<file path="src/rtl/eth_tx_arbiter.sv">
// Packet-level round-robin arbiter: NUM_PORTS AXI-stream sources share one TX stream.
// A grant is held for a whole frame; the output is a one-entry register slice.

module eth_tx_arb_lane #(
    parameter int PW  = 2,
    parameter int IDX = 0
) (
    input  logic          pass,
    input  logic [PW-1:0] grant_id,
    input  logic          slot_free,
    input  logic          valid,
    output logic          ready,
    output logic          xfer
);
    assign ready = pass && slot_free && (grant_id == PW'(IDX));
    assign xfer  = ready && valid;
endmodule

module eth_tx_arbiter #(
    parameter int NUM_PORTS  = 4,
    parameter int DATA_WIDTH = 64,
    parameter int KEEP_WIDTH = 8
) (
    input  logic                             clk,
    input  logic                             rst,
    input  logic [NUM_PORTS*DATA_WIDTH-1:0]  stream_in_DATA,
    input  logic [NUM_PORTS*KEEP_WIDTH-1:0]  stream_in_KEEP,
    input  logic [NUM_PORTS-1:0]             stream_in_LAST,
    input  logic [NUM_PORTS-1:0]             stream_in_VALID,
    output logic [NUM_PORTS-1:0]             stream_in_READY,
    output logic [DATA_WIDTH-1:0]            stream_out_DATA,
    output logic [KEEP_WIDTH-1:0]            stream_out_KEEP,
    output logic                             stream_out_LAST,
    output logic                             stream_out_VALID,
    input  logic                             stream_out_READY,
    output logic [$clog2(NUM_PORTS)-1:0]     grant_id,
    output logic                             busy,
    output logic [31:0]                      frame_count
);
    localparam int PW = $clog2(NUM_PORTS);
    localparam logic [0:0] IDLE = 1'b0;
    localparam logic [0:0] PASS = 1'b1;

    typedef struct packed {
        logic [DATA_WIDTH-1:0] data;
        logic [KEEP_WIDTH-1:0] keep;
        logic                  last;
    } beat_t;

    logic [0:0]                            state;
    logic [PW-1:0]                         ptr;
    logic                                  out_valid_q;
    beat_t                                 out_q;
    beat_t                                 in_beat;
    logic [NUM_PORTS-1:0][DATA_WIDTH-1:0]  in_data;
    logic [NUM_PORTS-1:0][KEEP_WIDTH-1:0]  in_keep;
    logic [NUM_PORTS-1:0]                  xfer;
    logic                                  pass;
    logic                                  slot_free;
    logic                                  load;
    logic                                  found;
    logic [PW-1:0]                         win;
    logic [PW:0]                           idx;
    logic [PW-1:0]                         grant_inc;

    assign in_data   = stream_in_DATA;
    assign in_keep   = stream_in_KEEP;
    assign pass      = (state == PASS);
    assign slot_free = !out_valid_q || stream_out_READY;
    assign load      = |xfer;
    assign in_beat   = '{data: in_data[grant_id], keep: in_keep[grant_id],
                         last: stream_in_LAST[grant_id]};

    generate
        for (genvar p = 0; p < NUM_PORTS; p++) begin : g_lane
            eth_tx_arb_lane #(.PW(PW), .IDX(p)) u_lane (
                .pass      (pass),
                .grant_id  (grant_id),
                .slot_free (slot_free),
                .valid     (stream_in_VALID[p]),
                .ready     (stream_in_READY[p]),
                .xfer      (xfer[p])
            );
        end
    endgenerate

    // First requester at or after ptr; the explicit wrap keeps non-power-of-two counts exact.
    always_comb begin
        win   = ptr;
        found = 1'b0;
        idx   = '0;
        for (int i = 0; i < NUM_PORTS; i++) begin
            idx = {1'b0, ptr} + (PW+1)'(i);
            if (idx >= (PW+1)'(NUM_PORTS))
                idx = idx - (PW+1)'(NUM_PORTS);
            if (!found && stream_in_VALID[idx[PW-1:0]]) begin
                found = 1'b1;
                win   = idx[PW-1:0];
            end
        end
    end

    assign grant_inc = (grant_id == PW'(NUM_PORTS - 1)) ? '0 : grant_id + 1'b1;

    always_ff @(posedge clk) begin
        if (rst) begin
            state       <= IDLE;
            ptr         <= '0;
            grant_id    <= '0;
            out_valid_q <= 1'b0;
            out_q       <= '0;
            frame_count <= '0;
        end else begin
            case (state)
                IDLE: if (found) begin
                    grant_id <= win;
                    state    <= PASS;
                end
                PASS: if (load && in_beat.last) begin
                    state <= IDLE;
                    ptr   <= grant_inc;
                end
                default: state <= IDLE;
            endcase

            // Load wins over drain so a back-to-back beat keeps VALID high.
            if (load) begin
                out_valid_q <= 1'b1;
                out_q       <= in_beat;
            end else if (stream_out_READY) begin
                out_valid_q <= 1'b0;
            end

            if (out_valid_q && stream_out_READY && out_q.last)
                frame_count <= frame_count + 32'd1;
        end
    end

    assign stream_out_DATA  = out_q.data;
    assign stream_out_KEEP  = out_q.keep;
    assign stream_out_LAST  = out_q.last;
    assign stream_out_VALID = out_valid_q;
    assign busy             = pass;
endmodule

</file>
<file path="config.mk">
export PLATFORM = sky130hd
export DESIGN_NAME = eth_tx_arbiter
export DESIGN_NICKNAME = d
export VERILOG_FILES = /design/src/rtl/eth_tx_arbiter.sv
export SDC_FILE = /design/constraint.sdc
export NUM_CORES = 1
export LEC_CHECK = 0
export ABC_AREA = 0
export ABC_CLOCK_PERIOD_IN_PS = 2500
export BUFFER_PORTS_ARGS = -buffer_cell sky130_fd_sc_hd__buf_2
export CORE_AREA = 2 2 159 161
export DETAILED_ROUTE_END_ITERATION = 8
export DIE_AREA = 0 0 161 163
export SLEW_MARGIN = 20
export SYNTH_ARGS = -nofsm -noshare
export SYNTH_HDL_FRONTEND = slang
export SYNTH_HIERARCHICAL = 1
export SYNTH_SLANG_ARGS = --single-unit
</file>
<file path="constraint.sdc">
create_clock -name clk -period 2.5 [get_ports clk]
set_input_delay 0.375 -clock clk [delete_from_list [all_inputs] [get_ports clk]]
set_output_delay 0.375 -clock clk [all_outputs]
set_load 0.005 [all_outputs]
</file>
# --- Word-level counts from Yosys, hierarchy flattened ---
# Index checks and enable logic that the tools add are counted.
op_classes:
  n_bitwise: 1
  n_lt_le_gt_ge: 9
  mux: 32
  n_eq_ne: 3
  addsub: 9
  n_reduce_logical: 25
op_table:
  columns: ["operator", "n"]
  rows:
  - ["64-bit binary-select mux with 2-bit select", 1]
  - ["64-bit two-way mux", 1]
  - ["32-bit by 1-bit adder with 32-bit output, second input constant", 1]
  - ["2-bit two-way mux", 9]
  - ["8-bit binary-select mux with 2-bit select", 1]
  - ["1-bit logical AND", 15]
  - ["2-bit by 3-bit less-than comparator with 1-bit output, second input constant", 5]
  - ["1-bit two-way mux", 13]
  - ["1-bit binary-select mux with 2-bit select", 5]
  - ["3-bit greater-or-equal comparator, second input constant", 3]
  - ["8-bit two-way mux", 1]
  - ["2-bit by 1-bit subtractor with 2-bit output, second input constant", 4]
  - ["2-bit by 2-bit adder with 3-bit output, second input constant", 2]
  - ["2-bit == test, second input constant", 2]
  - ["1-bit zero test", 4]
  - ["2-bit AND reduction", 2]
  - ["4-bit OR reduction", 1]
  - ["2-bit by 1-bit adder with 3-bit output, second input constant", 1]
  - ["2-bit by 3-bit greater-or-equal comparator with 1-bit output, second input constant", 1]
  - ["2-bit by 1-bit adder with 2-bit output, second input constant", 1]
  - ["2-bit by 1-bit == test with 1-bit output, second input constant", 1]
  - ["2-bit zero test", 1]
  - ["1-bit case mux with 2 select lines", 1]
  - ["2-bit nonzero test", 1]
  - ["other kinds (2)", 2]
totals:
  regBits: 111
  output_inout_bits: 113
  input_bits: 299

# --- Longest topological paths before layout ---
# Gate-level depths: netlist of run 1.
logic_depth:
  depth_word: 16
  ltp_mapped: 8
  depth_no_buf: 7

# --- Modules after synthesis ---
# Netlist of run 1, hierarchy kept.
by_module_without_submodules:
  columns: ["mod", "seq_area_each_um2", "cells_per_inst", "area_each_um2", "n_inst"]
  rows:
  - ["eth_tx_arbiter", 2222.1, 630, 6068.3, 1]
  - ["eth_tx_arb_lane at g_lane[1].u_lane ...", 0.0, 2, 16.3, 2]
  - ["eth_tx_arb_lane at g_lane[0].u_lane", 0.0, 2, 18.8, 1]
  - ["eth_tx_arb_lane at g_lane[3].u_lane", 0.0, 2, 17.5, 1]

# --- Worst setup path after synthesis of run 1 ---
# Ideal clock, no wire load.
synth_path:
  path_type: "in2reg"
  from: "input port stream_out_READY"
  to: "register out_q, in the netlist stream_out_DATA[0]"
  required_ns: 2.368
  setup_slack_ns: 0.399
  setup_ns: 0.132
  stages: 8
  arrival_time_ns: 1.969
  path_cell_list: "nand2b_1 > and4b_1 > and2_1 > or4_1 > clkbuf_1 > clkbuf_1 > nand2_1 > a21oi_1"
synth_between:
  elab_chain_cells: 5
synth_lines:
  columns: ["item", "line", "source"]
  rows:
  - ["start, declared", "35", "input logic stream_out_READY,"]
  - ["1-bit logical OR", "69", "assign slot_free = !out_valid_q || stream_out_READY;"]
  - ["1-bit logical AND (2 in series)", "15", "assign ready = pass && slot_free && (grant_id == PW'(IDX));"]
  - ["net stream_in_READY[1]", "30", "output logic [NUM_PORTS-1:0] stream_in_READY,"]
  - ["1-bit logical AND", "16", "assign xfer = ready && valid;"]
  - ["net xfer[1]", "57", "logic [NUM_PORTS-1:0] xfer;"]
  - ["4-bit OR reduction", "70", "assign load = |xfer;"]
  - ["end signal, assigned", "129", "out_q <= in_beat;"]
  - ["end, declared", "53", "beat_t out_q;"]
# The timed path passes the listed nets, and every way through them passes these cells.
# A chain may end at the register's enable or synchronous reset.

# --- Worst setup path in the final report of run 1 ---
layout_path:
  from: "register out_valid_q (netlist: stream_out_VALID)"
  to: "register out_q, in the netlist stream_out_DATA[48]"
layout_between:
  elab_chain_cells: 6
layout_lines:
  columns: ["item", "line", "source"]
  rows:
  - ["start, declared", "52", "logic out_valid_q;"]
  - ["start signal, assigned", "110", "out_valid_q <= 1'b0;"]
  - ["start signal, assigned", "128", "out_valid_q <= 1'b1;"]
  - ["start signal, assigned", "131", "out_valid_q <= 1'b0;"]
  - ["1-bit zero test", "69", null]
  - ["1-bit logical OR", "69", null]
  - ["net slot_free", "59", "logic slot_free;"]
  - ["1-bit logical AND (2 in series)", "15", null]
  - ["1-bit logical AND", "16", null]
  - ["net xfer[1]", "57", null]
  - ["4-bit OR reduction", "70", null]
# The timed path passes the listed nets, and every way through them passes these cells.

==> run metrics, run 1 <==
hold buffers post-CTS=0; CTS tree=done; fin nets=1328; vias in the first global route=6231; layout cells sized above 1=0.515; Final GP Congestion=0.856; post-synthesis instance total=638; min Tclk post-route=2.29 ns; post-synthesis sequential area ratio=0.362; status=completed; leakage power total=0.00387 uW; clock latency at the later pin of the worst-skew pair=0.36 ns; crit-path leading delay family=simple AND/OR/NAND/NOR gates; vias per inst=4.74; cts bufs inserted=9; CP Launch Point=stream_out_VALID; cell-internal power=3100 uW; largest net degree at the start of global routing=66; fmax=0.437 GHz; Sw Pwr=1220 uW; first-pass GRT wire length=33400 um; r2r endpoint=stream_out_DATA[48]; final slew viol count=0; Peak VDD IR=0.283 mV; flop-to-flop setup slack=0.21 ns; Seq pwr share=0.445; Syn Std Cell Area=6140 um^2; Pwr Total=4320 uW; drt first pass iters=4; drt drc=0; antenna violations before repair=4; GRT Max-Usage Layer=met2; Layout fillers=2624; boundary pin count=412; Pwr per Cell Area=488 nW/um^2; worst slew pin tran=0.724 ns; Longest Clk Path Bufs=2; Top FF cell, synth=dfxtp_1; met2 usage=0.284; worst-path fanout max=37; DIE AREA=26200 um^2; Root Buffer=clkbuf_16; Sw Share=0.283; core box area=24700 um^2; clock share of power=0.317; Max stage delay cell, worst path=or4_2; Critical Path Stages=7; Worst Skew=0.0128 ns; Critical Path RT=2.71 ns; worst path buffer plus inverter count=1; launching point of the worst reg2reg path=stream_out_VALID; num rows=58; PortBufs=411; wire per inst=16.2 um; clk sink count=111; Max-Slew Margin vs Limit=0.517; utilization of the core after routing=0.359; Finish-stage setup viols=0; max-cap violations=0; Async SR Flop Fraction=0; post-DP HPWL=17800 um; Mean Syn Cell Area=9.62 um^2; crit path kind=reg2reg; crit-path max cell delay=0.70 ns; Gate power share=0.237; Die H=163 um; GRT overflow=0; Area growth syn-to-layout=44.3%; Setup Buffers After CTS=0; Initial Util=0.249; Final period util=0.916; Yosys warnings=6; FF-to-FF path depth=7; EDFF count, synth=0; Hold WS=0.403 ns; Post-DRT Antenna Nets=0; Iter 0 DRT Violations=353; final hold vios=0; critical path cell sequence=nand2b_1 > and4b_1 > and2_1 > or4_2 > buf_4 > nand2_1 > a21oi_1; critical path data arrival time=2.50 ns; final wirelength=22100 um; setup repair after global routing missed its margin=false; HP Class=in2reg; CP Capture Type=register; CP endpoint=stream_out_DATA[48]; Worst-path clk slew=0.08 ns; H-Tree Level Count=3; met3 GRT Util=0.0453; Vias=6466; Setup TNS=0 ns; cts repair resizes=0; #FFs+latches synth=111; GRT Total Usage=0.162; distinct cell type count after synthesis=38; startpoint class of the critical path=register; met1 global-route usage=0.193; syn_nets=939; die width=161 um
cells in the final DEF (no fill, tap or decap), drive strengths merged, types with 9 or more instances in the layout:
cell / synthesis / layout
a21oi: 91 / 91
buf: 12 / 429
clkbuf: 39 / 11
dfxtp: 111 / 111
mux4: 73 / 73
nand2: 160 / 160
nand3: 13 / 13
nor2: 22 / 22
nor2b: 12 / 12
nor4: 9 / 9
o21ai: 9 / 9
or4: 12 / 12
power by group through the flow:
stage	combinational [uW]	sequential, uW	clock, uW
after detailed placement	1040	1970	0
after global placement	1030	1960	0
after global routing	1120	1940	1490
final	1030	1930	1370
after CTS	1040	1930	1420
after floorplan	531	1980	0
logic make-up (layout without fill, tap and decap cells):
logic type	after synthesis	in the layout	share of synthesized area
AO/OA/AOI/OAI	109	109	0.0930
XOR/XNOR	9	9	0.0128
adder cells (fa/ha/maj)	2	2	0.00408
buffers and inverters	56	449	0.0369
flip-flops	111	111	0.362
multiplexers	83	83	0.286
other	0	2	0
AND/OR/NAND/NOR	268	268	0.205
area by class of cell:
class	count	area (um^2)	area share
Antenna cell	2	5.00	0.000565
Sequential cell	111	2230	0.252
Inverter	5	18.8	0.00212
Tap cell	330	413	0.0466
Multi-Input combinational cell	471	3700	0.417
Clock buffer	11	233	0.0263
Timing Repair Buffer	429	2230	0.252
Clock inverter	4	31.3	0.00353
sequential cells by signal (all words and copies together), names as in the netlist:
| name | flops |
|---|---|
| busy | 1 |
| frame_count | 32 |
| grant_id | 2 |
| ptr | 2 |
| stream_out_DATA | 64 |
| stream_out_KEEP | 8 |
| stream_out_LAST | 1 |
| stream_out_VALID | 1 |
per-stage QoR:
stage	setup slack (ns)	instances	instance area, um^2
after floorplan	0.399	638	6140
after global placement	0.100	1346	8590
after detailed placement	0.0726	1346	8590
after CTS	0.219	1361	8850
after global routing	0.0520	1363	8860
final	0.211	1363	8860
worst reg2reg max path: stages (launching register included):
cell and delay [ns]:
dfxtp_1 0.41, nand2b_1 0.15, and4b_1 0.23, and2_1 0.17, or4_2 0.71, buf_4 0.28, nand2_1 0.13, a21oi_1 0.07
synth_stat cells, drive strengths merged (6+ instances only):
cell / instances / area share
nor2: 22 / 0.013
buf: 12 / 0.010
nand4: 6 / 0.0071
nand2: 160 / 0.098
or3: 8 / 0.0082
or4: 12 / 0.015
o21ai: 9 / 0.0073
dfxtp: 111 / 0.36
mux4: 73 / 0.27
mux2: 8 / 0.015
nor4: 9 / 0.0092
a21oi: 91 / 0.074
o31ai: 7 / 0.0086
nor2b: 12 / 0.012
clkbuf: 39 / 0.024
and4: 6 / 0.0090
nand3: 13 / 0.011
per-layer routing:
layer	vias to the layer above	part of all wire
met2	269	0.51
met1	3049	0.39
met3	34	0.076
met5	-	0.0012
met4	4	0.019
li1	3110	-
how the worst min path moves through the flow:
stage / startpoint / to / cells after the start
3_5_place_dp: stream_out_DATA[18] / stream_out_DATA[18] / 2
4_1_cts: stream_in_VALID[1] / grant_id[1] / 3
2_1_floorplan: ptr[0] / ptr[0] / 2
6_report: stream_in_VALID[1] / grant_id[1] / 3
3_3_place_gp: stream_out_DATA[13] / stream_out_DATA[13] / 2
5_1_grt: stream_in_VALID[1] / grant_id[1] / 3
(Power assumes the default switching activity.)
==> run 2, diff against run 1 <==
--- a/config.mk
+++ b/config.mk
@@ -8,11 +8,11 @@
 export ABC_AREA = 0
 export ABC_CLOCK_PERIOD_IN_PS = 2500
 export BUFFER_PORTS_ARGS = -buffer_cell sky130_fd_sc_hd__buf_2
-export CORE_AREA = 2 2 159 161
+export CAP_MARGIN = 5
+export CORE_AREA = 2 2 161 163
 export DETAILED_ROUTE_END_ITERATION = 8
-export DIE_AREA = 0 0 161 163
+export DIE_AREA = 0 0 163 165
 export SLEW_MARGIN = 20
 export SYNTH_ARGS = -nofsm -noshare
 export SYNTH_HDL_FRONTEND = slang
-export SYNTH_HIERARCHICAL = 1
 export SYNTH_SLANG_ARGS = --single-unit
==> run metrics, run 2 <==
fin nets=1318; Setup Buffers After CTS=0; Iter 0 DRT Violations=304; critical path data arrival time=2.31 ns; post-synthesis instance total=630; max reg flops=64; Worst Skew=0.00856 ns; leakage power total=0.00396 uW; num rows=58; Layout fillers=2619; status=completed; Mean Syn Cell Area=9.71 um^2; Worst-path clk slew=0.08 ns; Sequential cell area=2230 um^2; post-synthesis mux area share=0.274; worst-path fanout max=38; Top FF cell, synth=dfxtp_1; largest area contributor in the netlist=dfxtp_1; Root Buffer=clkbuf_16; Yosys warnings=0; EDFF count, synth=0; H-Tree Level Count=3; XOR/XNOR Fraction of Synth Area=0.0387; Initial Util=0.244; clk sink count=111; fmax=0.495 GHz; GRT overflow=0; post-DP HPWL=17700 um; drt drc=0; CP Capture Type=register; HP Class=in2reg; Max-Slew Margin vs Limit=0.672; adder-cell share of the synthesized area=0.0102; Post-DP Area=8550 um^2; Critical Path RT=2.79 ns; simple-gate share of the synthesized area=0.191; final slew viol count=0; Post-DRT Antenna Nets=0; hold-critical path depth=4; final wirelength=21700 um; DIE AREA=26900 um^2; largest net degree at the start of global routing=70; fin cells=1350; Finish-stage setup viols=0; boundary pin count=412; core box area=25000 um^2; Longest Clk Path Bufs=2; Syn Std Cell Area=6110 um^2; Vias=6280; hold buffers post-CTS=0; final hold vios=0; setup repair after global routing missed its margin=false; compound-gate portion of the synthesized area=0.0806; antenna violations before repair=0; vias per inst=4.65; drt first pass iters=7; Final GP Congestion=0.840; syn_nets=934; most instantiated library cell after synthesis=nand2_1; startpoint class of the critical path=register; largest family of logic cells by synthesized area=multiplexers; hold path start=stream_out_READY; FF-to-FF path depth=7; Pwr per Cell Area=500 nW/um^2; Setup TNS=0 ns; post-route design area=8880 um^2; cts bufs inserted=9; crit-path max cell delay=0.48 ns; cell total after placement=1333; multi-input logic area=3640 um^2; r2r endpoint=stream_out_DATA[40]; PortBufs=411; critical path cell sequence=inv_1 > ha_1 > a22o_1 > o211ai_1 > buf_12 > nand2_1 > a21oi_1; clock latency at the later pin of the worst-skew pair=0.36 ns; min Tclk post-route=2.02 ns; #FFs+latches synth=111; layout cells sized above 1=0.518; Die H=165 um; worst slew pin tran=0.487 ns; distinct cell type count after synthesis=39; most common library cell in the layout ignoring fill and taps=buf_2; wire per inst=16.1 um; Async SR Flop Fraction=0; CTS tree=done; GRT Total Usage=0.156; commonest cells after routing, fill and taps aside=buf_2, nand2_1, dfxtp_1; launching point of the worst reg2reg path=grant_id[0]; utilization of the core after routing=0.355; vias in the first global route=5990; post-synthesis sequential area ratio=0.363; first-pass GRT wire length=32600 um; max-cap violations=0; ranking of synthesized cells by area=dfxtp_1, mux4_2, nand2_1; Max stage delay cell, worst path=dfxtp_4; flop-to-flop setup slack=0.48 ns; Final period util=0.808; Area growth syn-to-layout=45.2%; Peak VDD IR=0.327 mV; die width=163 um; crit path kind=reg2reg; top cells by count, synth=nand2_1, dfxtp_1, a21oi_1; Worst Hold Endpoint=frame_count[2]; top-area cell type share of the netlist area=0.363; cts repair resizes=0
## run 2: worst max-delay path by stage
stage | from | endpoint | slack, ns | depth (start not counted)
floorplan | grant_id[1] | ptr[0] | 0.04 | 11
global placement | grant_id[0] | ptr[0] | 0.49 | 5
detailed placement | grant_id[0] | ptr[0] | 0.46 | 6
CTS | grant_id[0] | ptr[0] | 0.45 | 6
global route | grant_id[0] | stream_out_DATA[40] | 0.30 | 7
finish | grant_id[0] | stream_out_DATA[40] | 0.48 | 7
## run 2: final cells by class
cell class / count / share of cell area
Multi-Input combinational cell: 459 / 0.410
Timing Repair Buffer: 428 / 0.253
Sequential cell: 111 / 0.251
Tap cell: 330 / 0.0465
Clock buffer: 10 / 0.0282
Clock inverter: 6 / 0.00831
Inverter: 5 / 0.00211
Antenna cell: 1 / 0.000282
## run 2: kinds of logic after synthesis
kind of cell | Yosys count
adders and majority gates | 5
AOI/OAI and AO/OA | 94
buffers and inverters | 60
xor gates and xnor gates | 27
muxes | 76
and+or+nand+nor | 257
DFF | 111
## run 2: worst max-delay path, delay by kind of cell, from the launching register on
kind	cells	cell delay (ns)
adder cells (fa/ha/maj)	1	0.21
flip-flops	1	0.48
AO/OA/AOI/OAI	3	0.77
buffers and inverters	2	0.35
AND/OR/NAND/NOR	1	0.09
## run 2: per-layer routing
metal,up-vias,share of wire,GRT usage
met5,-,0,0
met2,255,0.51,0.281
met1,2968,0.40,0.184
li1,3033,-,-
met4,0,0.017,0.0410
met3,24,0.065,0.0394
## run 2: through the flow
stage / worst slack [ns] / power, uW / hold WS [ns]
after floorplan: 0.0426 / 2450 / 0.453
after global placement: 0.494 / 2910 / 0.439
after detailed placement: 0.465 / 2920 / 0.443
after CTS: 0.449 / 4520 / 0.410
after global routing: 0.301 / 4690 / 0.448
final: 0.481 / 4440 / 0.430
## run 2: power by group
part           switching (uW)  total (uW)  internal, uW
combinational             426         949           523
sequential               57.5        1910          1860
clock                     724        1580           854
total                    1210        4440          3230
==> run 3, diff against run 2 <==
--- a/config.mk
+++ b/config.mk
@@ -6,12 +6,12 @@
 export NUM_CORES = 1
 export LEC_CHECK = 0
 export ABC_AREA = 0
-export ABC_CLOCK_PERIOD_IN_PS = 2500
+export ABC_CLOCK_PERIOD_IN_PS = 1700
 export BUFFER_PORTS_ARGS = -buffer_cell sky130_fd_sc_hd__buf_2
 export CAP_MARGIN = 5
-export CORE_AREA = 2 2 161 163
+export CORE_AREA = 2 2 160 162
 export DETAILED_ROUTE_END_ITERATION = 8
-export DIE_AREA = 0 0 163 165
+export DIE_AREA = 0 0 162 164
 export SLEW_MARGIN = 20
 export SYNTH_ARGS = -nofsm -noshare
 export SYNTH_HDL_FRONTEND = slang
==> constraint.sdc (replaced) <==
create_clock -name clk -period 1.7 [get_ports clk]
set_input_delay 0.255 -clock clk [delete_from_list [all_inputs] [get_ports clk]]
set_output_delay 0.255 -clock clk [all_outputs]
set_load 0.005 [all_outputs]
==> run metrics, run 3 (synthesis gave the netlist of run 2 again) <==
fmax=0.581 GHz; Root Buffer=clkbuf_16; boundary pin count=412; GRT Total Usage=0.164; leakage power total=0.00422 uW; Peak VDD IR=0.550 mV; cell total after placement=1364; fin nets=1356; commonest cells after routing, fill and taps aside=buf_2, nand2_1, dfxtp_1; Layout fillers=2534; fin cells=1391; worst-path fanout max=13; failing checks=setup timing; Hold WS=0.243 ns; Final period util=1.01; wire per inst=16.7 um; drt drc=0; worst path buffer plus inverter count=4; CTS tree=done; Area growth syn-to-layout=54.7%; crit-path leading delay family=compound AO/OA/AOI/OAI gates; largest net degree at the start of global routing=63; GRT overflow=0; Initial Util=0.246; Pwr per Cell Area=715 nW/um^2; worst slack, placed=0.0171 ns; most common library cell in the layout ignoring fill and taps=buf_2; num rows=58; Worst-path clk slew=0.09 ns; Finish-stage setup viols=13; critical path cell sequence=inv_4 > ha_4 > a22o_1 > o211ai_1 > buf_4 > buf_12 > clkbuf_16 > nand2_1 > a21oi_1; setup repair after global routing missed its margin=true; clk sink count=111; DIE AREA=26600 um^2; crit path kind=reg2reg; max-cap violations=0; final hold vios=0; worst slew pin tran=0.533 ns; core box area=24800 um^2; HP Class=in2reg; post-DP HPWL=18400 um; crit-path max cell delay=0.42 ns; final slew viol count=0; cts bufs inserted=9; layout cells sized above 1=0.572; PortBufs=411; Pwr Total=6760 uW; Post-DRT Antenna Nets=0; max reg flops=64; Iter 0 DRT Violations=302; die width=162 um; clock latency at the later pin of the worst-skew pair=0.36 ns; Final GP Congestion=0.833; Max-Slew Margin vs Limit=0.641; Worst Skew=0.0151 ns; H-Tree Level Count=3; final wirelength=23200 um; setup ws final=-0.0222 ns; hold buffers post-CTS=0; vias in the first global route=6188; Max stage delay cell, worst path=dfxtp_4; status=finished with violations; antenna violations before repair=6; startpoint class of the critical path=register; vias per inst=4.66; min Tclk post-route=1.72 ns; Critical Path RT=1.99 ns; CP Capture Type=register; Longest Clk Path Bufs=2; first-pass GRT wire length=33800 um; Die H=164 um; utilization of the core after routing=0.381; drt first pass iters=4; Vias=6486; critical path data arrival time=2.01 ns
-- run 3: changes by cell type in the layout (fill, tap and decap cells not counted), moves of 5 or more --
| cell | change |
|---|---|
| a21oi_1 | -20 |
| a21oi_2 | +20 |
| buf_12 | +5 |
| buf_4 | +28 |
| nand2_1 | -12 |
| nand2_2 | +11 |
-- run 3: final cells by class --
type                       instances  area (um^2)  area share
inverter                           5         21.3     0.00225
timing repair buffer             466         2670       0.283
multi-input combinational        459         3780       0.400
antenna                            4         10.0     0.00106
sequential                       111         2230       0.236
clock inverter                     7          100      0.0106
tap                              330          413      0.0437
clock buffer                       9          225      0.0238
-- run 3: power by group --
part / internal (uW) / switching [uW] / leakage, uW / total, uW
combinational: 879 / 698 / 0.00316 / 1580
clock: 1310 / 1060 / 0.000161 / 2370
sequential: 2730 / 81.3 / 0.000904 / 2810
total: 4920 / 1840 / 0.00422 / 6760
-- run 3: worst paths after layout --
kind	start	endpoint	slack, ns	depth (start not counted)
worst max register to register	grant_id[0]	stream_out_DATA[14]	-0.02	9
worst max-delay path	grant_id[0]	stream_out_DATA[14]	-0.02	9
worst min-delay path	rst	stream_out_DATA[25]	0.24	2
worst min register to register	stream_out_DATA[32]	stream_out_DATA[32]	0.45	2
-- run 3: timing repair --
action	in CTS	in global routing
setup endpoints to repair	0	81
setup buffers	0	4
resized for setup	0	43
-- run 3: routing by layer --
| metal | part of all wire | global-route usage | vias to the layer above |
|---|---|---|---|
| met2 | 0.50 | 0.279 | 275 |
| met3 | 0.066 | 0.0328 | 45 |
| met4 | 0.032 | 0.0724 | 2 |
| li1 | - | - | 3108 |
| met5 | 0.00073 | 0 | - |
| met1 | 0.41 | 0.202 | 3056 |
-- run 3: worst register-to-register path, cell delays in order, from the launching register on --
cell and delay (ns):
dfxtp_4 0.42, inv_4 0.05, ha_4 0.15, a22o_1 0.25, o211ai_1 0.16, buf_4 0.18, buf_12 0.11, clkbuf_16 0.16
nand2_1 0.06, a21oi_1 0.11
-- run 3: stage by stage --
stage	instance area (um^2)	TNS [ns]
global route	9450	-5.42
floorplan	6230	-20.65
detailed placement	8850	0
CTS	9180	0
global placement	8850	0
finish	9460	-0.192
